===== src/rtl/reg_writeback_ctrl_if.sv =====
// rtl/reg_writeback_ctrl_if.sv - producer/consumer and register-file bundle for the writeback controller
interface reg_writeback_ctrl_if #(
    parameter int N          = 32,
    parameter int FIFO_DEPTH = 4
);
    localparam int CNT_W = $clog2(FIFO_DEPTH) + 1;

    logic             alu_valid;
    logic             alu_ready;
    logic [4:0]       alu_rd;
    logic [N-1:0]     alu_data;
    logic             mem_valid;
    logic             mem_ready;
    logic [4:0]       mem_rd;
    logic [N-1:0]     mem_data;
    logic             issue_valid;
    logic [4:0]       issue_rd;
    logic [4:0]       rs1;
    logic [4:0]       rs2;
    logic             rs1_busy;
    logic             rs2_busy;
    logic [N-1:0]     D;
    logic [4:0]       WriteReg;
    logic             RegWrite;
    logic [CNT_W-1:0] fifo_count;

    modport master (
        output alu_valid, alu_rd, alu_data,
        output mem_valid, mem_rd, mem_data,
        output issue_valid, issue_rd, rs1, rs2,
        input  alu_ready, mem_ready, rs1_busy, rs2_busy,
        input  D, WriteReg, RegWrite, fifo_count
    );

    modport slave (
        input  alu_valid, alu_rd, alu_data,
        input  mem_valid, mem_rd, mem_data,
        input  issue_valid, issue_rd, rs1, rs2,
        output alu_ready, mem_ready, rs1_busy, rs2_busy,
        output D, WriteReg, RegWrite, fifo_count
    );
endinterface


===== src/rtl/reg_writeback_ctrl.sv =====
// rtl/reg_writeback_ctrl.sv - merges ALU/load results onto the register-file write port
// ALU results are buffered in a FIFO; a scoreboard tracks registers with writes in flight.
module reg_writeback_ctrl #(
    parameter int N          = 32,
    parameter int FIFO_DEPTH = 4
) (
    input  logic               clk,
    input  logic               rst,
    reg_writeback_ctrl_if.slave bus
);
    localparam int PTR_W = $clog2(FIFO_DEPTH);
    localparam int CNT_W = PTR_W + 1;
    localparam logic [CNT_W-1:0] FULL_CNT = CNT_W'(FIFO_DEPTH);

    logic [4:0]       fifo_rd_q   [FIFO_DEPTH];
    logic [4:0]       fifo_rd_d   [FIFO_DEPTH];
    logic [N-1:0]     fifo_data_q [FIFO_DEPTH];
    logic [N-1:0]     fifo_data_d [FIFO_DEPTH];
    logic [PTR_W-1:0] rd_ptr_q, rd_ptr_d;
    logic [PTR_W-1:0] wr_ptr_q, wr_ptr_d;
    logic [CNT_W-1:0] count_q, count_d;
    logic [31:0]      busy_q, busy_d;
    logic [N-1:0]     d_q, d_d;
    logic [4:0]       wreg_q, wreg_d;
    logic             regwrite_q, regwrite_d;

    logic             full;
    logic             empty;
    logic             alu_ready;
    logic             mem_ready;
    logic             push;
    logic             pop;
    logic             commit;
    logic [4:0]       commit_rd;
    logic [N-1:0]     commit_data;

    always_comb begin
        full      = (count_q == FULL_CNT);
        empty     = (count_q == '0);
        alu_ready = !rst && !full;
        mem_ready = !rst && !full;
        push      = bus.alu_valid && alu_ready;

        // A full FIFO must drain first, otherwise a steady load stream could starve it forever.
        pop         = 1'b0;
        commit      = 1'b0;
        commit_rd   = '0;
        commit_data = '0;
        if (!rst) begin
            if (full) begin
                pop = 1'b1;
            end else if (bus.mem_valid) begin
                commit      = 1'b1;
                commit_rd   = bus.mem_rd;
                commit_data = bus.mem_data;
            end else if (!empty) begin
                pop = 1'b1;
            end
        end
        if (pop) begin
            commit      = 1'b1;
            commit_rd   = fifo_rd_q[rd_ptr_q];
            commit_data = fifo_data_q[rd_ptr_q];
        end

        fifo_rd_d   = fifo_rd_q;
        fifo_data_d = fifo_data_q;
        wr_ptr_d    = wr_ptr_q;
        rd_ptr_d    = rd_ptr_q;
        if (push) begin
            fifo_rd_d[wr_ptr_q]   = bus.alu_rd;
            fifo_data_d[wr_ptr_q] = bus.alu_data;
            wr_ptr_d              = wr_ptr_q + PTR_W'(1);
        end
        if (pop) begin
            rd_ptr_d = rd_ptr_q + PTR_W'(1);
        end

        case ({push, pop})
            2'b10:   count_d = count_q + CNT_W'(1);
            2'b01:   count_d = count_q - CNT_W'(1);
            default: count_d = count_q;
        endcase

        // Clear before set so a same-cycle re-issue of the committing rd stays busy.
        busy_d = busy_q;
        if (commit) begin
            busy_d[commit_rd] = 1'b0;
        end
        if (bus.issue_valid && (bus.issue_rd != 5'd0)) begin
            busy_d[bus.issue_rd] = 1'b1;
        end
        busy_d[0] = 1'b0;

        d_d        = d_q;
        wreg_d     = wreg_q;
        regwrite_d = 1'b0;
        if (commit && (commit_rd != 5'd0)) begin
            d_d        = commit_data;
            wreg_d     = commit_rd;
            regwrite_d = 1'b1;
        end
    end

    always_ff @(posedge clk) begin
        fifo_rd_q   <= fifo_rd_d;
        fifo_data_q <= fifo_data_d;
        if (rst) begin
            rd_ptr_q   <= '0;
            wr_ptr_q   <= '0;
            count_q    <= '0;
            busy_q     <= '0;
            d_q        <= '0;
            wreg_q     <= '0;
            regwrite_q <= 1'b0;
        end else begin
            rd_ptr_q   <= rd_ptr_d;
            wr_ptr_q   <= wr_ptr_d;
            count_q    <= count_d;
            busy_q     <= busy_d;
            d_q        <= d_d;
            wreg_q     <= wreg_d;
            regwrite_q <= regwrite_d;
        end
    end

    assign bus.alu_ready  = alu_ready;
    assign bus.mem_ready  = mem_ready;
    assign bus.rs1_busy   = busy_q[bus.rs1];
    assign bus.rs2_busy   = busy_q[bus.rs2];
    assign bus.D          = d_q;
    assign bus.WriteReg   = wreg_q;
    assign bus.RegWrite   = regwrite_q;
    assign bus.fifo_count = count_q;
endmodule


===== src/flat_wrapper.sv =====
// flat-port wrapper written by rule: the top's interface ports become plain ports
module reg_writeback_ctrl_flat 
#(
    parameter int N          = 32,
    parameter int FIFO_DEPTH = 4
)
  (clk, rst, bus_alu_valid, bus_alu_rd, bus_alu_data, bus_mem_valid, bus_mem_rd, bus_mem_data, bus_issue_valid, bus_issue_rd, bus_rs1, bus_rs2, bus_alu_ready, bus_mem_ready, bus_rs1_busy, bus_rs2_busy, bus_D, bus_WriteReg, bus_RegWrite, bus_fifo_count);
  reg_writeback_ctrl_if #(.N(N), .FIFO_DEPTH(FIFO_DEPTH)) bus_i ();
  input  logic clk;
  input  logic rst;
  input wire logic [$bits(bus_i.alu_valid)-1:0] bus_alu_valid;
  input wire logic [$bits(bus_i.alu_rd)-1:0] bus_alu_rd;
  input wire logic [$bits(bus_i.alu_data)-1:0] bus_alu_data;
  input wire logic [$bits(bus_i.mem_valid)-1:0] bus_mem_valid;
  input wire logic [$bits(bus_i.mem_rd)-1:0] bus_mem_rd;
  input wire logic [$bits(bus_i.mem_data)-1:0] bus_mem_data;
  input wire logic [$bits(bus_i.issue_valid)-1:0] bus_issue_valid;
  input wire logic [$bits(bus_i.issue_rd)-1:0] bus_issue_rd;
  input wire logic [$bits(bus_i.rs1)-1:0] bus_rs1;
  input wire logic [$bits(bus_i.rs2)-1:0] bus_rs2;
  output wire logic [$bits(bus_i.alu_ready)-1:0] bus_alu_ready;
  output wire logic [$bits(bus_i.mem_ready)-1:0] bus_mem_ready;
  output wire logic [$bits(bus_i.rs1_busy)-1:0] bus_rs1_busy;
  output wire logic [$bits(bus_i.rs2_busy)-1:0] bus_rs2_busy;
  output wire logic [$bits(bus_i.D)-1:0] bus_D;
  output wire logic [$bits(bus_i.WriteReg)-1:0] bus_WriteReg;
  output wire logic [$bits(bus_i.RegWrite)-1:0] bus_RegWrite;
  output wire logic [$bits(bus_i.fifo_count)-1:0] bus_fifo_count;
  assign bus_i.alu_valid = bus_alu_valid;
  assign bus_i.alu_rd = bus_alu_rd;
  assign bus_i.alu_data = bus_alu_data;
  assign bus_i.mem_valid = bus_mem_valid;
  assign bus_i.mem_rd = bus_mem_rd;
  assign bus_i.mem_data = bus_mem_data;
  assign bus_i.issue_valid = bus_issue_valid;
  assign bus_i.issue_rd = bus_issue_rd;
  assign bus_i.rs1 = bus_rs1;
  assign bus_i.rs2 = bus_rs2;
  assign bus_alu_ready = bus_i.alu_ready;
  assign bus_mem_ready = bus_i.mem_ready;
  assign bus_rs1_busy = bus_i.rs1_busy;
  assign bus_rs2_busy = bus_i.rs2_busy;
  assign bus_D = bus_i.D;
  assign bus_WriteReg = bus_i.WriteReg;
  assign bus_RegWrite = bus_i.RegWrite;
  assign bus_fifo_count = bus_i.fifo_count;
  reg_writeback_ctrl #(.N(N), .FIFO_DEPTH(FIFO_DEPTH)) u_core (.clk(clk), .rst(rst), .bus(bus_i));
endmodule

===== config.mk =====
export PLATFORM = sky130hd
export DESIGN_NAME = reg_writeback_ctrl_flat
export DESIGN_NICKNAME = d
export VERILOG_FILES = /design/src/rtl/reg_writeback_ctrl_if.sv /design/src/rtl/reg_writeback_ctrl.sv /design/src/flat_wrapper.sv
export SDC_FILE = /design/constraint.sdc
export NUM_CORES = 1
export LEC_CHECK = 0
export BUFFER_PORTS_ARGS = -buffer_cell sky130_fd_sc_hd__buf_2
export CAP_MARGIN = 0
export CORE_UTILIZATION = 45
export DETAILED_ROUTE_END_ITERATION = 10
export PLACE_DENSITY = 0.68
export SLEW_MARGIN = 40
export SYNTH_ARGS = -nofsm -noshare
export SYNTH_HDL_FRONTEND = slang
export SYNTH_SLANG_ARGS = --single-unit

===== constraint.sdc =====
create_clock -name clk -period 2.5 [get_ports clk]
set_clock_uncertainty 0.05 [all_clocks]
set_input_delay 0.25 -clock clk [delete_from_list [all_inputs] [get_ports clk]]
set_output_delay 0.25 -clock clk [all_outputs]
set_load 0.01 [all_outputs]

### Word-level counts from Yosys, hierarchy flattened

Index checks and enable logic that the tools add are counted.

* register bits: 225
* bits in latches: 0
* RAM bits: 0
* ROM bits: 0
* input port bits: 94
* memories: 0

* add/subtract/negate cells: 4
* $mul: 0
* divide/modulo/power cells: 0
* $lt $le $gt $ge: 9
* equality and inequality tests: 3
* shift operators: 0
* mux-type cells: 39
* bitwise gates (word level): 5
* reductions and logical operators: 13

Operators by type and width (number)
* 32-bit two-way mux: 8
* 128-bit bitwise mux: 1
* 32-bit binary-select mux with 2-bit select: 1
* 32-bit demux with 2-bit select: 1
* 5-bit two-way mux: 7
* 32-bit AND: 1
* 32-bit NOT: 1
* 32-bit bitwise OR: 1
* 5-bit by 6-bit < comparator with 1-bit output (second input constant): 4
* 20-bit bitwise mux: 1
* 1-bit two-way mux: 13
* 1-bit binary-select mux with 5-bit select: 2
* 5-bit binary-select mux with 2-bit select: 1
* 1-bit demux with 5-bit select: 2
* 5-bit demux with 2-bit select: 1
* 5-bit by 1-bit greater-or-equal comparator with 1-bit output (second input constant): 2
* 5-bit nonzero test: 2
* 1-bit logical AND: 7
* 3-bit greater-or-equal comparator (second input constant): 2
* 2-bit NOT with 3-bit output: 2
* 3-bit case mux with 2 select lines: 1
* 2-bit by 1-bit adder with 2-bit output (second input constant): 2
* 3-bit by 1-bit adder with 3-bit output (second input constant): 1
* 3-bit equality test (second input constant): 1
* other kinds (7): 8

### Logic depth before layout (Yosys ltp)

Gate-level depths: netlist of the first run.

* depth in word-level cells: 15
* depth in mapped cells: 11
* gate-level depth less buffers: 9

### Worst setup path before layout of the first run

OpenSTA, ideal clock, no wires.

* kind: reg2reg
* start: reg u_core.count_q[0] (netlist: u_core.bus.fifo_count[0])
* end: reg u_core.count_q[2] (netlist: u_core.bus.fifo_count[2])
* library setup time: 72 ps
* data arrival time: 2597 ps
* data required time: 2378 ps
* path slack: -218 ps
* cell stages (with the launch flop): 12
* period minus slack after synthesis: 2718 ps
* cell sequence: dfxtp_1 > or3_1 > clkbuf_1 > nand3_1 > inv_2 > clkbuf_1 > ha_1 > inv_1 > fa_1 > xor2_1 > or3_1 > a21oi_1

* longest elaborated chain between the ends: 7
* elaborated cells on any way between the ends: 15
* those cells by class: add/sub (2); eq/ne (3); mux (5); reduce/logical (5)

RTL lines
* from (decl): RTL line reg_writeback_ctrl.sv:21 `logic [CNT_W-1:0] count_q, count_d;`
* from (signal assigned): RTL line reg_writeback_ctrl.sv:119 `count_q <= count_d;`
* 3-bit logical NOT: RTL line reg_writeback_ctrl.sv:39 `empty = (count_q == '0);`
* 1-bit two-way mux: RTL line reg_writeback_ctrl.sv:56 `end else if (!empty) begin`
* 1-bit two-way mux: RTL line reg_writeback_ctrl.sv:52 `end else if (bus.mem_valid) begin`
* 1-bit two-way mux: RTL line reg_writeback_ctrl.sv:50 `if (full) begin`
* 1-bit two-way mux: RTL line reg_writeback_ctrl.sv:49 `if (!rst) begin`
* 2-bit by 1-bit equality test with 1-bit output / 2-bit equality test (equally long branches): RTL line reg_writeback_ctrl.sv:79 `case ({push, pop})`
* 3-bit case mux with 2 select lines / 2-bit nonzero test (equally long branches)

Parallel ways exist; a longest one is shown, timed or not.
A chain may end at the register's enable or synchronous reset.

### Final worst setup path of the first run

* start: reg u_core.busy_q[15]
* end: out bus_rs1_busy

* longest elaborated chain between the ends: 2

RTL lines
* from (decl): RTL line reg_writeback_ctrl.sv:22 `logic [31:0] busy_q, busy_d;`
* from (signal assigned): RTL line reg_writeback_ctrl.sv:120 `busy_q <= busy_d;`
* 1-bit binary-select mux with 5-bit select: RTL line reg_writeback_ctrl.sv:129 `assign bus.rs1_busy = busy_q[bus.rs1];`
* 1-bit two-way mux (implied by the code): RTL line reg_writeback_ctrl.sv:129
* to (decl): RTL line flat_wrapper.sv:23 `output wire logic [$bits(bus_i.rs1_busy)-1:0] bus_rs1_busy;`

Every way passes these cells. The select of a mux whose other input is x is not followed.

==> results of run 1 <==
## power groups by stage
stage | clock (W) | sequential, W | combinational (W)
3_5_place_dp | 0 | 0.00468 | 0.00314
6_report | 0.00355 | 0.00461 | 0.00321
2_1_floorplan | 0 | 0.00475 | 0.00202
4_1_cts | 0.00360 | 0.00461 | 0.00320
3_3_place_gp | 0 | 0.00465 | 0.00304
5_1_grt | 0.00376 | 0.00465 | 0.00346
## critical path, stage by stage, from the launching register on
cell and delay [ns]:
sky130_fd_sc_hd__dfxtp_2 0.33, sky130_fd_sc_hd__mux4_2 0.47, sky130_fd_sc_hd__mux4_2 0.52, sky130_fd_sc_hd__mux2_4 0.29, sky130_fd_sc_hd__buf_6 0.12
## flip-flops by register name (all words and copies together) (netlist names), 2 cells and up
name                   count
u_core.fifo_data_q       128
u_core.bus.D              32
u_core.busy_q             31
u_core.fifo_rd_q          20
u_core.bus.WriteReg        5
u_core.bus.fifo_count      3
u_core.rd_ptr_q            2
u_core.wr_ptr_q            2
## per-stage QoR
| stage | setup WS, ns | instance area (um2) | cells |
|---|---|---|---|
| detailed placement | -0.0552 | 10500 | 1011 |
| floorplan | 0.0144 | 9510 | 630 |
| finish | -0.0394 | 11700 | 1094 |
| global placement | 0.00483 | 10500 | 1011 |
| CTS | -0.0514 | 11700 | 1093 |
| global route | -0.0880 | 11700 | 1093 |
## area by class of cell
type                            count  share of cell area [%]
Timing Repair Buffer              202                    11.1
Tap cell                          270                    2.88
Clock inverter                     17                    1.40
Sequential cell                   224                    50.9
Multi-Input combinational cell    339                    27.9
Clock buffer                       27                    5.39
Antenna cell                        1                  0.0213
Inverter                           14                   0.448
## kinds of logic after synthesis
kind of cell    after synthesis  synth area share [%]
xor+xnor                      5                 0.461
compound gates              152                  12.7
fa+ha+maj                     6                 0.870
buf+inv                      67                  3.15
simple gates                117                  6.42
flops                       224                  62.9
mux                          59                  13.5
## cells in the final DEF (no fill, tap or decap), drive strengths merged, types with 4 or more instances in the layout
cell and n:
and3 4, nand3 4, clkbuf 27, inv 14
clkinvlp 4, nor2 11, a22oi 34, dlygate4sd3 38
mux4 55, buf 164, a21oi 34, o31ai 32
o21ai 5, and2 7, nor4 32, ha 5
edfxtp 148, clkinv 10, dfxtp 76, nor3b 4
mux2 4, xor2 4, nand2 43, a211oi 32
## layer usage
metal / GRT usage [%] / part of all wire, % / up-vias
met1: 27.5 / 41 / 3283
met2: 37.4 / 50 / 273
met4: 5.26 / 1.3 / 2
met3: 4.78 / 7.8 / 30
li1: - / - / 2901
met5: 0 / 0.035 / -
## timing repair
item	in CTS	in global routing
endpoints found under the setup margin	30	13
hold buffers	38	0
resized for setup	6	5
endpoints found under the hold margin	151	0
## worst max-delay path by stage
stage	to	cells past startpoint	slack, ns	start
after floorplan	u_core.bus.fifo_count[2]$_SDFFE_PP0P_	11	0.01	u_core.bus.fifo_count[0]$_SDFFE_PP0P_
after detailed placement	u_core.bus.D[28]$_SDFFE_PP0P_	7	-0.06	u_core.rd_ptr_q[0]$_SDFFE_PP0N_
after global routing	bus_rs1_busy	4	-0.09	u_core.busy_q[15]$_SDFF_PP0_
final	bus_rs1_busy	4	-0.04	u_core.busy_q[15]$_SDFF_PP0_
after CTS	bus_rs1_busy	4	-0.05	u_core.busy_q[15]$_SDFF_PP0_
after global placement	u_core.bus.D[21]$_SDFFE_PP0P_	7	0.005	u_core.rd_ptr_q[0]$_SDFFE_PP0N_
==> results by group, run 1 <==
Status
  • Outcome: complete, but fails checks
  • Violated checks: setup timing

Timing
  • Final total negative setup slack: -0.0610 ns
  • Post-route worst setup slack: -0.0394 ns
  • Final count of negative-setup-slack endpoints: 2
  • Final critical-path share of the clock period: 102%
  • Number of pins with negative max-slew slack in the final report: 0
  • Max Clock Freq: just under 400 MHz
  • Worst slew margin relative to its limit: 49.1%
  • Final critical-path required period: 2.54 ns
  • Setup repair after global routing missed its margin: true
  • Post-Route Hold Slack: 0.0250 ns
  • Actual transition at the worst max-transition pin: 0.761 ns
  • Final Hold Fails: 0

Final layout
  • Final core area utilization: between 50% and 60%
  • Layout Area Growth over Synthesis: 23.7%
  • Layout cells sized above 1: 37.3%
  • Area occupied by multi-input gates: 3280 um2
  • Register Area: around 6000 um2
  • Net count of the finished layout: 905
  • Number of fill cells in the layout: 1615

Global routing
  • Largest net degree at the start of global routing: 72
  • Number of global-route vias before repair: around 6700
  • Number of antenna violations at the first check in global routing: 2
  • Final global-route overflow total: 0
  • First-pass GRT wire length: about 36000 um
  • Aggregate global-route resource usage: between 20% and 30%

Floorplan
  • CORE AREA: 20400 um2
  • Effective utilization at floorplan: 46.5%
  • Height of the chip: 147 um
  • Overall die area: approximately 22000 um2
  • # IOs: 139
  • Die outline width: 147 um
  • Number of placement rows: 52

Logic synthesis
  • Yosys warning total: 0
  • Post-synthesis register bit count: 224
  • Count of flip-flops with a built-in enable after synthesis: 148
  • Top cells by area in the synthesized netlist: sky130_fd_sc_hd__edfxtp_1 47%, sky130_fd_sc_hd__dfxtp_1 16%, sky130_fd_sc_hd__mux4_2 13%, sky130_fd_sc_hd__a211oi_2 3.7%, sky130_fd_sc_hd__a22oi_1 2.7%
  • Netlist area before placement: 9490 um2
  • Average cell area after synthesis: 15.1 um2
  • Post-synth top area share: 46.8%
  • Ranking of synthesized cells by instance count: 148 x sky130_fd_sc_hd__edfxtp_1, 76 x sky130_fd_sc_hd__dfxtp_1, 55 x sky130_fd_sc_hd__mux4_2
  • Share of async-settable or async-resettable flops after synthesis: 0%
  • Post-synthesis cell count: 630
  • Yosys top cell by area: sky130_fd_sc_hd__edfxtp_1
  • Most common cell in the synthesized netlist: sky130_fd_sc_hd__edfxtp_1
  • Distinct cell type count after synthesis: 50
  • Flip-flop cell with the highest count after synthesis: sky130_fd_sc_hd__edfxtp_1
  • Mapped Nets: 730
  • Sequential cell area fraction in the yosys report: 62.9%

Clocking
  • Sink Count: 224
  • Clock root buffer: sky130_fd_sc_hd__clkbuf_16
  • CTS Buf Count: 24
  • Worst-skew pair later-pin latency: 0.51 ns
  • CTS tree: built
  • Clock buffer depth: 3
  • H-tree depth: 1
  • Number of post-CTS setup repair buffers: 0
  • Clock slew at the register clock pins of the worst setup and hold paths: 0.06 ns

Worst setup path
  • Max Fanout on Critical Path: 3
  • Worst EP required: ~2.2 ns
  • Critical path startpoint category: register
  • Slack of the worst reg-to-reg path: roughly 0.080 ns
  • Critical R2R Capture: u_core.bus.fifo_count[2]$_SDFFE_PP0P_
  • Crit path DAT: 2.24 ns
  • R2R cell count: 9
  • CP Capture Type: primary output
  • Category of the most critical setup path: register to primary output
  • Startpoint of the worst register-to-register path: u_core.bus.fifo_count[1]$_SDFFE_PP0P_

Pwr
  • Design Power: 0.0114 W
  • Reported net switching power: 0.00353 W
  • Clock share of power: 31.2%
  • Sequential cell fraction of total power: 40.6%
  • Switching portion of total power: 31.0%
  • Power per standard cell area: between 900 and 1000 nW/um2
  • Internal Power: 0.00784 W
  • Maximum ir drop on the vdd rail: 0.632 mV
  • Leak Pwr: around 4.1 nW
  • Power share of the combinational group: 28.2%

Run
  • Count of max-cap constraint violations: 0

Detailed routing
  • Router iterations before antenna repair: 6
  • Vias after detailed routing: 6489
  • Remaining routing DRC violations: 0
  • Wire length per cell: 21.1 um
  • Total routed wirelength: around 23000 um
  • DRT antenna net count: 0
  • Via density per instance: roughly 6
  • Starting DRT DRC Count: 566

Placement
  • GPL Wtd Cong: about 0.86
  • Quantity of I/O buffers inserted on ports: 138
  • Half-perimeter wire length of the detailed placement result: 14900 um

Hold path
  • WHS Endpoint: u_core.bus.WriteReg[1]$_SDFFE_PP0P_
  • Class of the tightest hold or removal check: input port to register
  • Hold path start: bus_mem_rd[1]
  • Cell count of the worst hold path: 3
Note: power is estimated with default switching activity, not from simulation.
==> run 2: changes to the inputs <==
==> constraint.sdc (replaced) <==
create_clock -name clk -period 2.5 [get_ports clk]
set_clock_uncertainty 0.05 [all_clocks]
set_input_delay 0.25 -clock clk [delete_from_list [all_inputs] [get_ports clk]]
set_output_delay 0.25 -clock clk [all_outputs]
set_load 0.02 [all_outputs]
==> results by group, run 2 (synthesis results as in run 1) <==
Timing
  • Final count of negative-setup-slack endpoints: 2 (unchanged)
  • Max Clock Freq: 396 MHz (+0.62%)
  • Actual transition at the worst max-transition pin: 0.722 ns (-0.0391 ns)
  • Final critical-path required period: 2.52 ns (-0.0158 ns)
  • Number of pins with negative max-slew slack in the final report: 0 (unchanged)
  • Final critical-path share of the clock period: 101% (-0.63 points)
  • Final Hold Fails: 0 (unchanged)
  • Setup repair after global routing missed its margin: true
  • Worst slew margin relative to its limit: 51.7% (+2.6 points)
  • Post-route worst setup slack: -0.0236 ns (+0.0158 ns)

Clocking
  • CTS tree: built
  • Sink Count: 224 (unchanged)
  • CTS Buf Count: 24 (unchanged)
  • Clock buffer depth: 3 (unchanged)
  • Clock root buffer: sky130_fd_sc_hd__clkbuf_16
  • Worst-skew pair later-pin latency: 0.52 ns (about the same)
  • H-tree depth: 1 (unchanged)
  • Clock slew at the register clock pins of the worst setup and hold paths: 0.06 ns (about the same)

Worst setup path
  • Critical R2R Capture: u_core.bus.fifo_count[2]$_SDFFE_PP0P_
  • Cells along the critical path: mux4_2, mux4_2, mux2_2, buf_6
  • CP Capture Type: primary output
  • Buffer and inverter count on the worst path: 1 (unchanged)
  • Crit. path cell count: 4 (unchanged)
  • Category of the most critical setup path: register to primary output
  • Critical path startpoint category: register
  • R2R cell count: 9 (unchanged)
  • Slowest cell on the critical path: sky130_fd_sc_hd__mux4_2
  • Critical path's top delay family: multiplexers
  • Longest individual stage delay on the worst path: 0.51 ns (about the same)
  • Max Fanout on Critical Path: 3 (unchanged)
  • Worst EP required: 2.20 ns (about the same)
  • Crit path DAT: 2.22 ns (-0.02 ns)
  • CP endpoint: bus_rs1_busy
  • Startpoint of the worst register-to-register path: u_core.bus.fifo_count[1]$_SDFFE_PP0P_
  • CP Launch Point: u_core.busy_q[15]$_SDFF_PP0_
  • Most frequent CP cell: sky130_fd_sc_hd__mux4_2
  • Slack of the worst reg-to-reg path: 0.16 ns (+0.08 ns)

Run
  • Count of max-cap constraint violations: 0 (unchanged)

Detailed routing
  • Via density per instance: 5.89 (-0.67%)
  • Wire length per cell: 21.6 um (+2.0%)
  • Remaining routing DRC violations: 0 (unchanged)
  • DRT antenna net count: 0 (unchanged)
  • Met1 layer wirelength in the final routing: 9350 um (-0.40%)
  • Met2 routed wirelength: 11800 um (+1.8%)
  • Total routed wirelength: 23700 um (+2.3%)
  • Starting DRT DRC Count: 491 (-13%)
  • Router iterations before antenna repair: 5 (-1)
  • Vias after detailed routing: 6463 (-0.40%)
  • Highest Signal Layer: met4
  • Met3 routed wirelength: 1920 um (+6.5%)

Final layout
  • Layout Area Growth over Synthesis: 25.3%
  • Layout cells sized above 1: 38.7% (+1.4 points)
  • Most flop-heavy register: u_core.fifo_data_q
  • Post-Layout Cell Count: 1097 (+0.27%)
  • Most frequent standard cell in the layout excluding fill and tap cells: sky130_fd_sc_hd__edfxtp_1
  • Final core area utilization: 58.2% (+0.72 points)
  • Top library cells by usage in the layout, fill and taps aside: 148 x sky130_fd_sc_hd__edfxtp_1, 135 x sky130_fd_sc_hd__buf_2, 67 x sky130_fd_sc_hd__dfxtp_1, 55 x sky130_fd_sc_hd__mux4_2, 43 x sky130_fd_sc_hd__nand2_1
  • Register Area: 5990 um2 (+0.21%)
  • Flip-flop count of the largest register after layout: 128 (unchanged)
  • Area occupied by multi-input gates: 3280 um2 (+0.11%)
  • Number of fill cells in the layout: 1576 (-2.4%)
  • Post-route cell area: 11900 um2 (+1.3%)
  • Net count of the finished layout: 908 (+0.33%)

Pwr
  • Sequential cell fraction of total power: 39.2% (-1.4 points)
  • Leak Pwr: 4.14 nW (+1.8%)
  • Power share of the combinational group: 29.7% (+1.5 points)
  • Internal Power: 0.00796 W (+1.6%)
  • Clock share of power: 31.1% (about the same)
  • Design Power: 0.0118 W (+3.4%)
  • Power per standard cell area: 989 nW/um2 (+2.1%)
  • Reported net switching power: 0.00379 W (+7.4%)
  • Maximum ir drop on the vdd rail: 0.616 mV (-2.5%)
  • Switching portion of total power: 32.2% (+1.2 points)

Placement
  • Post-placement cell area: 10600 um2 (+0.70%)
  • Half-perimeter wire length of the detailed placement result: 15000 um (+0.67%)
  • GPL Wtd Cong: 0.867 (+1.1%)
  • Quantity of I/O buffers inserted on ports: 138 (unchanged)
  • Cell total after placement: 1013 (+0.20%)

Status
  • Outcome: complete, but fails checks
  • Violated checks: setup timing

Floorplan
  • # IOs: 139 (unchanged)
  • Number of placement rows: 52 (unchanged)
  • Overall die area: 21700 um2 (unchanged)
  • Effective utilization at floorplan: 46.5% (unchanged)
  • Die outline width: 147 um (unchanged)
  • CORE AREA: 20400 um2 (unchanged)
  • Height of the chip: 147 um (unchanged)

Global routing
  • Aggregate global-route resource usage: 22.5% (+0.89 points)
  • Largest net degree at the start of global routing: 71 (-1.4%)
  • Number of global-route vias before repair: 6938 (+3.3%)
  • First-pass GRT wire length: 37800 um (+3.8%)
  • Number of antenna violations at the first check in global routing: 1 (-1)
  • Final global-route overflow total: 0 (unchanged)

Hold path
  • Cell count of the worst hold path: 3 (unchanged)
  • Class of the tightest hold or removal check: input port to register
## run 2: final cells by class
class	instances	area share (%)
Clock inverter	9	0.716
Clock buffer	35	6.43
Tap cell	270	2.84
Sequential cell	224	50.4
Multi-Input combinational cell	339	27.6
Timing Repair Buffer	205	11.6
Inverter	14	0.442
Antenna cell	1	0.0210
## run 2: worst min path at each step
| stage | from | to | slack (ns) |
|---|---|---|---|
| 2_1_floorplan | bus_alu_data[0] | u_core.fifo_data_q[0]$_DFFE_PP_ | 0.30 |
| 6_report | bus_mem_rd[0] | u_core.bus.WriteReg[0]$_SDFFE_PP0P_ | 0.03 |
| 4_1_cts | bus_mem_rd[0] | u_core.bus.WriteReg[0]$_SDFFE_PP0P_ | 0.01 |
| 3_3_place_gp | u_core.bus.WriteReg[1]$_SDFFE_PP0P_ | u_core.bus.WriteReg[1]$_SDFFE_PP0P_ | 0.39 |
| 5_1_grt | bus_mem_rd[0] | u_core.bus.WriteReg[0]$_SDFFE_PP0P_ | 0.05 |
| 3_5_place_dp | u_core.bus.WriteReg[1]$_SDFFE_PP0P_ | u_core.bus.WriteReg[1]$_SDFFE_PP0P_ | 0.39 |
## run 2: metal layers
metal | GRT usage, % | vias to the layer above
li1 | - | 2905
met1 | 28.1 | 3214
met2 | 38.2 | 289
met3 | 5.75 | 55
met4 | 7.22 | 0
met5 | 0 | -
## run 2: power groups by stage
stage               clock network (W)  registers, W  logic, W
finish                        0.00365       0.00461   0.00349
global route                  0.00387       0.00465   0.00376
CTS                           0.00372       0.00461   0.00345
detailed placement                  0       0.00468   0.00339
global placement                    0       0.00465   0.00329
floorplan                           0       0.00498   0.00203
## run 2: per-stage QoR
| stage | TNS, ns | hold WS [ns] | worst slack (ns) |
|---|---|---|---|
| after floorplan | 0 | 0.299 | 0.0320 |
| after global placement | 0 | 0.395 | 0.109 |
| after detailed placement | 0 | 0.393 | 0.0515 |
| after CTS | -0.0750 | 0.0111 | -0.0429 |
| after global routing | -0.124 | 0.0486 | -0.0666 |
| final | -0.0429 | 0.0323 | -0.0236 |
## run 2: worst reg2reg max path: cells and delay by family, from the launching register on
kind	cells	cell delay, ns
AOI/OAI and AO/OA	1	0.13
DFF	1	0.36
and+or+nand+nor	3	0.95
xor gates and xnor gates	1	0.15
buffers and inverters	2	0.11
adders and majority gates	2	0.51
## run 2: timing repair
item | CTS | global route
endpoints found under the setup margin | 2 | 47
hold endpoints to repair | 152 | 0
pin swaps | 0 | 0
setup buffers | 0 | 0
hold buffers | 39 | 0
resized for setup | 6 | 11
